## src/rtl/uart_pkt_parser.sv

```systemverilog
// uart_pkt_parser: assembles receiver bytes into SYNC/LEN/payload/CHK packets,
// holds a checked packet for the host and flags malformed, stalled or overrun traffic.
module uart_pkt_parser #(
  parameter int          MAXLEN  = 16,
  parameter int          TIMEOUT = 4096,
  parameter logic [7:0]  SYNC    = 8'h55
) (
  input  logic       clk,
  input  logic       rst,
  input  logic [7:0] rx_data,
  input  logic       rx_status,
  output logic       pkt_valid,
  output logic [7:0] pkt_len,
  input  logic [7:0] pkt_addr,
  output logic [7:0] pkt_rdata,
  input  logic       pkt_ack,
  output logic       err_chk,
  output logic       err_len,
  output logic       err_tmo,
  output logic       err_ovr
);

  localparam int AW = (MAXLEN > 1) ? $clog2(MAXLEN) : 1;
  localparam int TW = $clog2(TIMEOUT);

  typedef enum logic [2:0] {IDLE, LEN, PAYLOAD, CHK, HOLD} state_t;

  state_t        state_q;
  logic          rsDly_q;
  logic [7:0]    len_q;
  logic [7:0]    sum_q;
  logic [7:0]    idx_q;
  logic [TW-1:0] tmoCnt_q;
  logic          pktValid_q;
  logic          errChk_q;
  logic          errLen_q;
  logic          errTmo_q;
  logic          errOvr_q;
  logic [7:0]    bufMem [MAXLEN];

  logic stb;
  logic midFrame;
  logic tmoHit;
  logic bufWe;

  // A byte arrives on the rising edge of the receiver's stop-bit-valid flag.
  assign stb      = rx_status & ~rsDly_q;
  assign midFrame = (state_q == LEN) || (state_q == PAYLOAD) || (state_q == CHK);
  assign tmoHit   = (tmoCnt_q == TW'(TIMEOUT - 1));
  assign bufWe    = stb && (state_q == PAYLOAD);

  // Edge detector for rx_status; starts high so a flag already up at reset release is ignored.
  always_ff @(posedge clk or posedge rst) begin
    if (rst) rsDly_q <= 1'b1;
    else     rsDly_q <= rx_status;
  end

  // Payload storage; contents are only meaningful once a packet has been checked.
  always_ff @(posedge clk) begin
    if (bufWe) bufMem[idx_q[AW-1:0]] <= rx_data;
  end

  // Framing FSM with inter-byte timeout and registered status/error outputs.
  always_ff @(posedge clk or posedge rst) begin
    if (rst) begin
      state_q    <= IDLE;
      len_q      <= '0;
      sum_q      <= '0;
      idx_q      <= '0;
      tmoCnt_q   <= '0;
      pktValid_q <= 1'b0;
      errChk_q   <= 1'b0;
      errLen_q   <= 1'b0;
      errTmo_q   <= 1'b0;
      errOvr_q   <= 1'b0;
    end else begin
      errChk_q <= 1'b0;
      errLen_q <= 1'b0;
      errTmo_q <= 1'b0;
      errOvr_q <= 1'b0;

      if (stb) begin
        tmoCnt_q <= '0;
      end else if (midFrame) begin
        if (tmoHit) begin
          errTmo_q <= 1'b1;
          tmoCnt_q <= '0;
          state_q  <= IDLE;
        end else begin
          tmoCnt_q <= tmoCnt_q + 1'b1;
        end
      end

      case (state_q)
        IDLE: begin
          if (stb && rx_data == SYNC) state_q <= LEN;
        end
        LEN: begin
          if (stb) begin
            if (rx_data != 8'd0 && rx_data <= 8'(MAXLEN)) begin
              len_q   <= rx_data;
              sum_q   <= rx_data;
              idx_q   <= '0;
              state_q <= PAYLOAD;
            end else begin
              errLen_q <= 1'b1;
              state_q  <= IDLE;
            end
          end
        end
        PAYLOAD: begin
          if (stb) begin
            sum_q <= sum_q + rx_data;
            idx_q <= idx_q + 8'd1;
            if (idx_q == len_q - 8'd1) state_q <= CHK;
          end
        end
        CHK: begin
          if (stb) begin
            if (rx_data == sum_q) begin
              pktValid_q <= 1'b1;
              state_q    <= HOLD;
            end else begin
              errChk_q <= 1'b1;
              state_q  <= IDLE;
            end
          end
        end
        HOLD: begin
          if (stb) errOvr_q <= 1'b1;
          if (pkt_ack) begin
            pktValid_q <= 1'b0;
            state_q    <= IDLE;
          end
        end
        default: state_q <= IDLE;
      endcase
    end
  end

  assign pkt_valid = pktValid_q;
  assign pkt_len   = len_q;
  assign pkt_rdata = (pkt_addr < len_q) ? bufMem[pkt_addr[AW-1:0]] : 8'h00;
  assign err_chk   = errChk_q;
  assign err_len   = errLen_q;
  assign err_tmo   = errTmo_q;
  assign err_ovr   = errOvr_q;

endmodule
```

## config.mk

```make
export PLATFORM = sky130hd
export DESIGN_NAME = uart_pkt_parser
export DESIGN_NICKNAME = d
export VERILOG_FILES = /design/src/rtl/uart_pkt_parser.sv
export SDC_FILE = /design/constraint.sdc
export NUM_CORES = 1
export LEC_CHECK = 0
export CAP_MARGIN = 20
export CORE_MARGIN = 5
export CORE_UTILIZATION = 60
export CTS_CLUSTER_DIAMETER = 150
export CTS_CLUSTER_SIZE = 12
export DETAILED_ROUTE_END_ITERATION = 12
export PLACE_DENSITY_LB_ADDON = 0.3
export SLEW_MARGIN = 30
export SYNTH_ARGS = -nofsm -noshare
export SYNTH_HDL_FRONTEND = slang
export SYNTH_SLANG_ARGS = --single-unit
export TNS_END_PERCENT = 10
```

## constraint.sdc

```tcl
create_clock -name clk -period 2.6 [get_ports clk]
set_input_delay 0.52 -clock clk [delete_from_list [all_inputs] [get_ports clk]]
set_output_delay 0.52 -clock clk [all_outputs]
set_load 0.02 [all_outputs]
```

# Word level (Yosys, flattened, before mapping)
# Memories as Yosys holds them, arrays and structs flattened.
# Index checks and enable logic that the tools add are counted.
# Widths: inputs -> output; s select.
[totals] regBits=45 mem_count=1 latchBits=0 elab_cells=88 mem_bits_rw=128 in_bits=20 mem_bits_ro=0 output_inout_bits=21
[op_classes] shifts=0 reduce_logical=13 n_mux=41 n_mul=0 div_mod_pow=0 n_lt_le_gt_ge=2 bitwise=2 n_eq_ne=14 add_sub_neg=4
[mem_list] name="bufMem" depth=16 word_bits=8 rd=1 rd_clocked_by_memory_dff=0 wr=1 line="39" source="logic [7:0] bufMem [MAXLEN];"
[op_table] op="$mux 8" n=7
[op_table] op="$mux 12" n=3
[op_table] op="$pmux 8 s2" n=2
[op_table] op="$mux 3" n=10
[op_table] op="$eq 8x8->1" n=2
[op_table] op="$mux 1" n=16
[op_table] op="$pmux 3 s5" n=1
[op_table] op="$add 12x1->12 const B" n=1
[op_table] op="$eq 12x12->1 const B" n=1
[op_table] op="$add 8x1->8 const B" n=1
[op_table] op="$add 8x8->8" n=1
[op_table] op="$eq 8x7->1 const B" n=1
[op_table] op="$le 8x5->1 const B" n=1
[op_table] op="$lt 8x8->1" n=1
[op_table] op="$ne 2x2->1 const B" n=4
[op_table] op="$reduce_and 4->1" n=2
[op_table] op="$reduce_bool 8->1" n=1
[op_table] op="$sub 8x1->8 const B" n=1
[op_table] op="$eq 3x2->1 const B" n=2
[op_table] op="$reduce_bool 2->1" n=3
[op_table] op="$ne 2x1->1 const B" n=2
[op_table] op="$eq 3x1->1 const B" n=1
[op_table] op="$eq 3x3->1 const B" n=1
[op_table] op="$logic_and 1x1->1" n=3
[op_table] op="7 further kinds" n=8

# Depth between registers and ports, before layout
[depth] ltp_word=8 depth_mapped=8 depth_no_buf=8

# Worst setup path before layout
# No wires, ideal clock.
[synth_path] path_kind="register to output" startpoint="register len_q[5], in the netlist pkt_len[5]" endpoint="output port pkt_rdata[0]" arrival_time_ps=2023 path_buffers=0 path_stages_with_launch=6 setup_slack_ps=57 t_required_ps=2080 cell_sequence="dfrtp_1 > inv_1 > ha_1 > a2111o_1 > a211o_1 > a21boi_1"
[synth_via] elab_chain_cells=2
[synth_rtl] item="start: declaration" line="30" source="logic [7:0] len_q;"
[synth_rtl] item="start signal: assignment" line="101" source="len_q <= rx_data;"
[synth_rtl] item="$lt 8x8->1" line="143" source="assign pkt_rdata = (pkt_addr < len_q) ? bufMem[pkt_addr[AW-1:0]] : 8'h00;"
[synth_rtl] item="$mux 8" line="143"
[synth_rtl] item="end: declaration" line="15" source="output logic [7:0] pkt_rdata,"
# Every way passes these cells.

# Worst setup path after layout
[layout_path] startpoint="register len_q[1], in the netlist pkt_len[1]" endpoint="output port pkt_rdata[4]"
# The elaborated chain is that of the path after synthesis.

==> impl_results.md <==
- Status: finished with violations
- Failing checks: negative setup slack
- Reg2reg start: state_q[2]$_DFF_PP0_
- Worst setup margin: -0.178 ns
- Post-synth net total: between 500 and 600
- Area leader, netlist: edfxtp_1
- Crit path top cell by count: a21o_1
- Clock buffers created by TritonCTS: 17
- Latest clock arrival within the worst-skew pair: 0.44 ns
- Ys flop type: edfxtp_1
- FP Rows: 41
- Crit-path max cell delay: approximately 0.42 ns
- CP cell instances: inv_2 > ha_4 > a21o_1 > a21o_1 > a211o_4 > a21boi_2 > buf_6
- Clk_skew: 0.0123 ns
- Ranking of synthesized cells by area: edfxtp_1 (49%), dfrtp_1 (14%), mux4_2 (8.1%), mux4_1 (4.0%), ha_1 (3.2%)
- TritonCTS clock tree: built
- Cell Area, Synth: 7800 um^2
- Crit path to: pkt_rdata[4]
- Crit. Startpoint: pkt_len[1]$_DFFE_PP0P_
- Register area: 4970 um^2
- CP top delay family: compound AO/OA/AOI/OAI gates
- Crit. End Element: primary output
- Initial antenna violation count: 3
- TritonRoute pass-1 iters: 7
- Most frequent cells in the layout: edfxtp_1 (128), buf_4 (71), dfrtp_1 (44)
- Layout Utilization: 0.752
- Leakage: 3.61 nW
- WS Path Type: reg2out
- Worst-case reg-to-reg path depth: 6
- Critical Path RT: between 2 and 2.5 ns
- RSZ-0062 raised after global routing: yes
- Fin crit share: 1.07
- Seq/Total Area, Yosys: 0.638
- Vias in the first global route: around 5.1k
- Clk sinks: 173
- Io pins: 41
- Die area: 15,400 um^2
- Maximum clock rate: between 0.3 and 0.4 GHz
- Worst Path Buf+Inv: 2
- Core box area: around 13,000 um^2
- Clock slew at reported path FFs: 0.06 ns
- H-tree levels: 4
- Unique cell type count in the Yosys netlist: 52
- First DRT Iteration DRCs: 589
- Antenna diode instance count: 0
- Commonest non-fill, non-tap cell in the layout: edfxtp_1
- GRT overflow: 0
- Critical Path AT: 2.26 ns
- Global placer's final weighted congestion: 0.858
- Via density: 6.15
- Slowest CP cell: dfrtp_1
- Largest net degree at the start of global routing: 46
- Post-Synthesis Cells: 504
- Synthesis Warnings: 0
- Max Slew Vio Count: 0
- Avg WL per Cell: 24.1 um
- Total GRT Usage: 0.274
- Reg-to-reg slack, setup: between 0.3 and 0.4 ns
- Die H: roughly 120 um
- Synth Register Bits: 173
- Die Wd: 124 um
- DP Wirelength: 12.4 mm
- Starting Density: 0.615
- Remaining DRCs: 0
- Routed Antenna Nets: 0
- Setup_tns: -1.17 ns
- Power Density: 692 nW/um^2
- Synthesis-to-layout area growth: 22.3%
- DR vias: between 4k and 5k
- Fin. Hold Viols: 0
- Hold Startpoint: sum_q[5]$_DFFE_PP0P_
- Share of layout cells above drive strength 1: 0.246
- WHS: between 0.5 and 0.6 ns
- Crit. path cell count: 7
- Min-Delay Path Class: reg2reg
- Final setup viols: 8
- Reg2Reg Capture Point: bufMem[4][6]$_DFFE_PP_
- Share of the synthesized area in the top cell type: 0.493
- Async S/R FF share, synth: 0.260
- Fillcell total: 740
- Worst Max-Slew Pin Slew: 0.582 ns
- Worst IR drop on VDD: 435 uV
- Startpoint Class: flop
- Syn Area/Cell: 15.5 um^2
- CP max FO: 8
- Post-synth EDFFs: 128
- Multi-input logic area: approximately 2700 um^2
- Slew HR: 0.612
- I/O Buffers: 40
- Detailed Route WL: between 15 and 20 mm
- # nets final: 657
- Clock Tree Buf Depth: 2
- Clock Root Buffer: clkbuf_16
- Maxcap violations: 0
- First-pass GRT wire length: between 20 and 30 mm
- Min Clock Period, post-route: approximately 2.8 ns
[worst min-delay path, stage by stage, from the launching register on]
cell and delay [ns]:
dfrtp_1 0.35, nand3_1 0.06, o21ai_0 0.06
[synthesized netlist by cell type, types with 3 or more instances]
cell type  number
a211oi_1        3
a21boi_1        8
a21o_1          3
a21oi_1        14
a31oi_1         4
and2_1         16
and3_1          8
buf_2           3
clkbuf_1        8
dfrtp_1        44
edfxtp_1      128
ha_1           20
inv_1          16
mux4_1         12
mux4_2         28
nand2_1        25
nand2b_1        5
nand3_1        16
nand4_1         6
nor2_1         27
nor3_1         12
nor4_1          7
o21a_1          5
o21ai_0        18
xnor2_1        20
xor2_1         11
[final cells by class]
type	count	area share
Clock buffer	20	0.0458
Timing Repair Buffer	110	0.103
Clock inverter	12	0.0177
Multi-Input combinational cell	298	0.284
Inverter	16	0.00630
Sequential cell	173	0.521
Tap cell	172	0.0226
[cell families after synthesis]
family	Yosys count	synth area share
AOI/OAI and AO/OA	66	0.0531
xor gates and xnor gates	31	0.0348
adders and majority gates	21	0.0347
buffers and inverters	33	0.0228
DFF	173	0.638
muxes	43	0.125
and+or+nand+nor	137	0.0916
[worst min-delay path by stage]
stage,endpoint,depth (start not counted)
floorplan,sum_q[5]$_DFFE_PP0P_,2
global placement,sum_q[6]$_DFFE_PP0P_,2
detailed placement,sum_q[5]$_DFFE_PP0P_,2
CTS,sum_q[5]$_DFFE_PP0P_,2
global route,sum_q[3]$_DFFE_PP0P_,1
finish,sum_q[5]$_DFFE_PP0P_,2
[repair_timing]
action / 4_1_cts / 5_1_grt
cloned: 1 / 0
hold endpoints to repair: 0 / 0
setup buffers: 3 / 0
hold buffers: 0 / 0
gates resized for setup: 70 / 0
pin swaps: 5 / 2
endpoints found under the setup margin: 8 / 8
[registers in the layout, indices dropped and copies added, names as in the netlist, 3 cells and up]
name      cells
sum_q         8
pkt_len       8
bufMem      128
idx_q         8
state_q       3
tmoCnt_q     12
[metrics by stage]
step,total power [mW],cell area [um^2],std cells,worst slack [ns]
floorplan,3.67,7800,504,0.0566
global placement,3.93,8820,765,-0.912
detailed placement,3.97,8820,765,-0.941
CTS,6.57,9530,801,-0.178
global route,6.83,9530,801,-0.216
finish,6.59,9530,801,-0.178
[power by group]
part           total (mW)  switching, mW  internal (mW)
registers            3.13         0.0832           3.05
clock network        2.65           1.05           1.60
logic               0.812          0.417          0.395
[routing by layer]
layer | global-route usage | up-vias | routed length (um)
li1 | - | 2167 | -
met1 | 0.348 | 2471 | 7210
met2 | 0.468 | 239 | 10100
met3 | 0.0586 | 45 | 1510
met4 | 0.0986 | 6 | 474
met5 | 0 | - | 41
Power figures use the tool's default switching activity.
